$ cat src/rtl/mult_sched.sv
// mult_sched: round-robin arbiter sharing one fixed-point multiplier between N_REQ requesters.
// Latency: request handshake in cycle T -> res_valid in T+2; sustained rate one result per 2 cycles.
// Backpressure: a result is held in HOLD until res_ready; no new grant is issued while it is held.
//
// Ports:
//   clk, rst_n           clock (rising edge), asynchronous active-low reset
//   req_valid/req_ready  per-requester handshake; req_ready is one-hot or zero
//   req_mn1/req_mn2      packed operands, requester i at [i*N1 +: N1] / [i*N2 +: N2]
//   res_valid/res_ready  result handshake carrying res_data, res_ovr and res_id
//   ovr_cnt              saturating count of overflowed results
//   busy                 high whenever the scheduler is not idle

// mult: shared fixed-point multiplier (sign-magnitude op2, unsigned op1).
// Purely combinational; result sign is op2's sign, magnitude is a window of
// the unsigned product and ovr flags any set bit above that window.
module mult #(
  parameter int N1    = 48,
  parameter int N2    = 16,
  parameter int N_RES = 32
) (
  input  logic [N1-1:0]    op1_i,
  input  logic [N2-1:0]    op2_i,
  output logic [N_RES-1:0] res_o,
  output logic             ovr_o
);

  localparam int PW = N1 + N2;
  // Top of the magnitude window; the window is N_RES-1 bits wide.
  localparam int HI = (N_RES == 32) ? (PW - 4) : (PW - 3);
  localparam int LO = HI - N_RES + 2;

  logic [PW-1:0] prod;
  logic [LO-1:0] prod_unused;

  assign prod        = PW'(op1_i) * PW'(op2_i[N2-2:0]);
  assign res_o       = {op2_i[N2-1], prod[HI:LO]};
  assign ovr_o       = |prod[PW-1:HI+1];
  // Fraction bits below the window are truncated.
  assign prod_unused = prod[LO-1:0];

  generate
    if (N_RES != 32 && N_RES != 48) begin : g_bad_nres
      $error("mult: N_RES must be 32 or 48");
    end
  endgenerate

endmodule

module mult_sched #(
  parameter int N_REQ = 4,
  parameter int ID_W  = 2,
  parameter int N1    = 48,
  parameter int N2    = 16,
  parameter int N_RES = 32
) (
  input  logic                  clk,
  input  logic                  rst_n,
  input  logic [N_REQ-1:0]      req_valid,
  output logic [N_REQ-1:0]      req_ready,
  input  logic [N_REQ*N1-1:0]   req_mn1,
  input  logic [N_REQ*N2-1:0]   req_mn2,
  output logic                  res_valid,
  input  logic                  res_ready,
  output logic [N_RES-1:0]      res_data,
  output logic                  res_ovr,
  output logic [ID_W-1:0]       res_id,
  output logic [15:0]           ovr_cnt,
  output logic                  busy
);

  generate
    if (N_RES != 32 && N_RES != 48) begin : g_chk_nres
      $error("mult_sched: N_RES must be 32 or 48");
    end
    if (N_REQ < 2 || N_REQ > 8) begin : g_chk_nreq
      $error("mult_sched: N_REQ must be in 2..8");
    end
    if (ID_W != $clog2(N_REQ)) begin : g_chk_idw
      $error("mult_sched: ID_W must equal clog2(N_REQ)");
    end
  endgenerate

  // One extra bit so last_grant + k (k up to N_REQ) never wraps before the modulo fix-up.
  localparam int CW = ID_W + 1;

  typedef enum logic [1:0] {
    S_IDLE = 2'd0,
    S_MUL  = 2'd1,
    S_HOLD = 2'd2
  } state_t;

  typedef struct packed {
    logic [N1-1:0]   op1;
    logic [N2-1:0]   op2;
    logic [ID_W-1:0] id;
  } op_t;

  typedef struct packed {
    logic [N_RES-1:0] data;
    logic             ovr;
    logic [ID_W-1:0]  id;
  } res_t;

  state_t          state_q, state_d;
  logic [ID_W-1:0] last_grant_q, last_grant_d;
  op_t             op_q, op_d;
  res_t            res_q, res_d;
  logic [15:0]     ovr_cnt_q, ovr_cnt_d;

  logic            opp;
  logic            gnt_found;
  logic [ID_W-1:0] gnt_idx;
  logic [CW-1:0]   cand;
  logic            hs;
  logic [N_RES-1:0] mult_res;
  logic            mult_ovr;

  // A grant can only be issued when the output stage is free or being drained this cycle.
  assign opp = (state_q == S_IDLE) || ((state_q == S_HOLD) && res_ready);

  // Round-robin search starting just after the last granted requester.
  always_comb begin
    gnt_found = 1'b0;
    gnt_idx   = '0;
    cand      = '0;
    for (int k = 1; k <= N_REQ; k++) begin
      cand = {1'b0, last_grant_q} + CW'(k);
      if (cand >= CW'(N_REQ)) begin
        cand = cand - CW'(N_REQ);
      end
      if (!gnt_found && req_valid[cand[ID_W-1:0]]) begin
        gnt_found = 1'b1;
        gnt_idx   = cand[ID_W-1:0];
      end
    end
  end

  always_comb begin
    req_ready = '0;
    if (opp && gnt_found) begin
      req_ready[gnt_idx] = 1'b1;
    end
  end

  assign hs = |(req_valid & req_ready);

  // Next-state logic.
  always_comb begin
    state_d = state_q;
    unique case (state_q)
      S_IDLE: begin
        if (hs) state_d = S_MUL;
      end
      S_MUL: begin
        state_d = S_HOLD;
      end
      S_HOLD: begin
        if (res_ready) state_d = hs ? S_MUL : S_IDLE;
      end
      default: begin
        state_d = S_IDLE;
      end
    endcase
  end

  // Operand capture: only at the handshake edge, so requesters may change
  // their operands freely after being accepted.
  always_comb begin
    op_d         = op_q;
    last_grant_d = last_grant_q;
    if (hs) begin
      op_d.op1     = req_mn1[int'(gnt_idx)*N1 +: N1];
      op_d.op2     = req_mn2[int'(gnt_idx)*N2 +: N2];
      op_d.id      = gnt_idx;
      last_grant_d = gnt_idx;
    end
  end

  mult #(
    .N1    (N1),
    .N2    (N2),
    .N_RES (N_RES)
  ) u_mult (
    .op1_i (op_q.op1),
    .op2_i (op_q.op2),
    .res_o (mult_res),
    .ovr_o (mult_ovr)
  );

  // Result and overflow counter update at the end of the MUL cycle.
  always_comb begin
    res_d     = res_q;
    ovr_cnt_d = ovr_cnt_q;
    if (state_q == S_MUL) begin
      res_d.data = mult_res;
      res_d.ovr  = mult_ovr;
      res_d.id   = op_q.id;
      if (mult_ovr && (ovr_cnt_q != 16'hFFFF)) begin
        ovr_cnt_d = ovr_cnt_q + 16'd1;
      end
    end
  end

  always_ff @(posedge clk or negedge rst_n) begin
    if (!rst_n) begin
      state_q      <= S_IDLE;
      last_grant_q <= ID_W'(N_REQ - 1);
      op_q         <= '0;
      res_q        <= '0;
      ovr_cnt_q    <= '0;
    end else begin
      state_q      <= state_d;
      last_grant_q <= last_grant_d;
      op_q         <= op_d;
      res_q        <= res_d;
      ovr_cnt_q    <= ovr_cnt_d;
    end
  end

  assign res_valid = (state_q == S_HOLD);
  assign res_data  = res_q.data;
  assign res_ovr   = res_q.ovr;
  assign res_id    = res_q.id;
  assign ovr_cnt   = ovr_cnt_q;
  assign busy      = (state_q != S_IDLE);

endmodule

$ cat config.mk
export PLATFORM = sky130hd
export DESIGN_NAME = mult_sched
export DESIGN_NICKNAME = d
export VERILOG_FILES = /design/src/rtl/mult_sched.sv
export SDC_FILE = /design/constraint.sdc
export NUM_CORES = 2
export LEC_CHECK = 0
export BUFFER_PORTS_ARGS = -buffer_cell sky130_fd_sc_hd__buf_2
export CAP_MARGIN = 20
export CORE_ASPECT_RATIO = 0.5
export CORE_MARGIN = 5
export CORE_UTILIZATION = 40
export DETAILED_ROUTE_END_ITERATION = 8
export PLACE_DENSITY_LB_ADDON = 0.2
export SLEW_MARGIN = 20
export SYNTH_ARGS = -nofsm -noshare
export SYNTH_HDL_FRONTEND = slang
export SYNTH_SLANG_ARGS = --single-unit
$ cat constraint.sdc
create_clock -name clk -period 8.26 [get_ports clk]
set_clock_uncertainty 0.05 [all_clocks]
set_input_delay 0 -clock clk [delete_from_list [all_inputs] [get_ports clk]]
set_output_delay 0 -clock clk [all_outputs]
set_load 0.02 [all_outputs]
==> results.ini <==
[clocking]
ctsRootBufferMaster=clkbuf_16
cts.sinks=121
clk_transition_reported_paths_ns=0.08
insertion_delay_ns=0.48
clock_tree.htree_level_count=4
tritoncts_clock_tree=done
post_cts_resize_count=0
numCtsBuffers=17
cts_buffer_depth=2

[floorplanning]
floorplan.die.width_um=386
initial_utilization_pct=40.6
fp.dieArea_mm2=0.0763
vertical_extent_of_the_die_um=198
floorplan.rows=68
fp.coreArea_mm2=0.0694
io-pin-count=320

[sta]
final_hold_viol_count=0
final.setup.tns_ns=0
timing.max_slew.rel_slack_pct=31.5
report.final.slew_viol_count=0
worstMarginPinSlew_ns=1.03
max_freq_mhz=131
timing.final.crit_period_ns=7.65
setup_repair_after_global_routing_missed_its_margin=false
finalCritPeriodShare_pct=92.6
setup-violations-final=0

[synthesis]
arithmetic_cell_share_of_the_synthesized_area_counting_full_adders_half_adders_and_majority_gates_pct=47.8
count_of_flip_flops_with_a_built_in_enable_after_synthesis=0
synth_warn=0
ys_dominant_reg_cell=dfrtp_1
compound_gate_portion_of_the_synthesized_area_pct=7.45
syn-mean-instance-area_um2=8.32
yosys.cell_types.count=58
synth.yosys.seq_area_share_pct=10.7
share_of_flip_flops_with_an_asynchronous_set_or_reset_after_synthesis_pct=100
synthSimpleGateAreaFrac_pct=22.8
synth_cell_area_mm2=0.0282
syn-num-nets=4375
xor_xnor_fraction_of_synth_area_pct=1.52
mux_share_of_post_synthesis_cell_area_pct=0.115
ys_seq_elements=121
dominant_combinational_cell_family_by_area_after_synthesis=adder cells
postSynthCellCount=3392

[critical_path]
r2r_slack_ns=0.61
start_kind=flop
origin_of_the_worst_setup_path=op_q[2]$_DFFE_PN0P_
worst_reg2reg_path_depth=23
end_of_the_critical_path=ovr_cnt[1]$_DFFE_PN0P_
critPathKind=flop to flop
worstSetupEndpointType=flop
worstPathMaxFanout=27
rr_endpoint=ovr_cnt[1]$_DFFE_PN0P_
crit-reg2reg-launch=op_q[2]$_DFFE_PN0P_
worst_ep_arrival_time_ns=7.95
timing.critical_path.required_ns=8.56

[finish]
finalInstanceArea_mm2=0.0329
area_growth_syn_to_layout_pct=16.4
finalNetCount=4709
final.fill_count=6916
layout.cells.non_filler=4685
fraction_of_layout_cells_with_a_size_suffix_above_1_pct=11.1

[detailed_routing]
route.layer.met1.wl_um=36600
wire_per_inst_um=18.2
dr.first_iter.drc_count=1414
avgViaCountPerCell=5.11
dr_total_vias=23900
met2RoutedLength_um=43000
maxUsedRoutingLayer=met4
wirelength_um=85500
wl_met3_um=3600
route.detailed.drc=0
detail_route.first_pass.iterations=5
detail-route-antenna-nets=0

[placed_design]
instance_area_at_placement_mm2=0.0307
total_half_perimeter_wirelength_after_legalization_and_detailed_placement_um=67000
numPortBuffers=319
finalWeightedCongestion=0.867
place_inst=4496

[grt]
wire_length_of_the_first_global_routing_pass_um=142000
globalRouteTotalUtil_pct=23.5
number_of_global_route_vias_before_repair=26100
grt_start_max_net_pins=101
grt_remaining_overflow=0
grt_antenna_before_repair=1

[run_status]
outcome=complete, no violations

[job]
maxCapViolCount=0

[worst_hold_path]
holdCritPathClass=primary input to flop

-- worst min path at each step --
stage,from,end,slack (ns),depth (start not counted)
after CTS,req_mn2[57],op_q[11]$_DFFE_PN0P_,0.001,5
final,req_mn2[19],op_q[5]$_DFFE_PN0P_,0.03,5
after global routing,req_mn2[50],op_q[4]$_DFFE_PN0P_,0.03,5
after floorplan,rst_n,op_q[0]$_DFFE_PN0P_,-0.35,0
after detailed placement,rst_n,op_q[1]$_DFFE_PN0P_,-0.0004,1
after global placement,rst_n,op_q[59]$_DFFE_PN0P_,-0.004,1
-- cells in the mapped netlist, types with 5 or more instances --
cell type	count	area, um^2
dfrtp_1	119	2980
clkbuf_1	197	739
nor2_1	218	818
fa_1	595	11900
o21bai_1	9	67.6
o21a_1	6	45.0
xor2_1	14	123
nor3_1	11	55.1
a21oi_1	77	385
inv_1	514	1930
o211ai_1	6	45.0
a21o_1	18	135
nand2b_1	5	31.3
and2_1	329	2060
and3_1	17	106
a31oi_1	6	37.5
buf_1	7	26.3
nand2_1	694	2610
a21boi_0	5	37.5
ha_1	125	1560
nand4_1	31	194
nand3_1	85	425
o21ai_0	202	1010
nor2b_1	6	37.5
xnor2_1	35	307
-- timing repair --
action / in CTS / in global routing
setup buffers: 0 / 0
hold endpoints to repair: 118 / 0
hold buffers: 156 / 0
-- metrics by stage --
stage                     util, %  hold slack (ns)  worst slack [ns]
final                        47.3           0.0278             0.608
after global routing         47.3           0.0286             0.172
after CTS                    47.3          0.00134             0.658
after detailed placement     44.2        -0.000401             0.711
after global placement       44.2         -0.00359             0.746
after floorplan                 -           -0.346              1.63
-- worst max-delay path: stages (launching register included) --
cell       delay [ns]
dfrtp_1          0.88
buf_4            0.38
and2_1           0.19
fa_1             0.43
fa_1             0.47
fa_1             0.54
inv_1            0.05
fa_1             0.53
inv_1            0.05
fa_1             0.48
inv_1            0.05
fa_1             0.47
inv_1            0.04
ha_1             0.40
a21oi_1          0.23
o21ai_0          0.20
a2111oi_0        0.44
o21ai_0          0.19
nor2_1           0.22
o41a_1           0.29
xor2_1           0.17
nand3_1          0.22
and3_1           0.25
mux2_2           0.28
-- cell type report --
class	instances	area, um^2	area share (%)
multi-input combinational	2550	22500	68.6
timing repair buffer	522	3580	10.9
sequential	121	3030	9.22
inverter	514	1930	5.87
tap	945	1180	3.60
clock buffer	18	429	1.31
clock inverter	14	175	0.533
antenna	1	2.50	0.00762
-- cell usage in the layout, fill, tap and decap left out, drive strengths merged, types with 7 or more instances in the layout --
| cell type | n |
|---|---|
| dlygate4sd3 | 156 |
| inv | 515 |
| nand2 | 694 |
| xnor2 | 35 |
| xor2 | 14 |
| a21o | 18 |
| nor3 | 11 |
| o21ai | 206 |
| nand3 | 85 |
| clkbuf | 18 |
| nor2 | 218 |
| a21oi | 79 |
| buf | 366 |
| fa | 595 |
| dfrtp | 119 |
| clkinv | 7 |
| and2 | 329 |
| and3 | 17 |
| o21bai | 9 |
| nand4 | 31 |
| ha | 125 |
-- flip-flops by register name, indices dropped and copies added, names as in the netlist --
register      flops
res_data         32
op_q             66
res_ovr           1
ovr_cnt          16
last_grant_q      2
res_id            2
state_q           2
-- kinds of logic (layout without fill, tap and decap cells) --
family | after synthesis | in the layout
multiplexers | 3 | 3
adder cells (fa/ha/maj) | 720 | 720
AO/OA/AOI/OAI | 368 | 368
flip-flops | 121 | 121
AND/OR/NAND/NOR | 1410 | 1410
XOR/XNOR | 49 | 49
buffers and inverters | 721 | 1068
other | 0 | 1
-- layer usage --
| layer | GRT usage [%] | vias up |
|---|---|---|
| li1 | - | 10900 |
| met2 | 41.6 | 546 |
| met3 | 2.78 | 136 |
| met1 | 30.8 | 12300 |
| met4 | 6.50 | 0 |
| met5 | 0 | - |
Power is not shown: default switching activity piles up to over one toggle a cycle in this logic, so the estimate is an artifact.
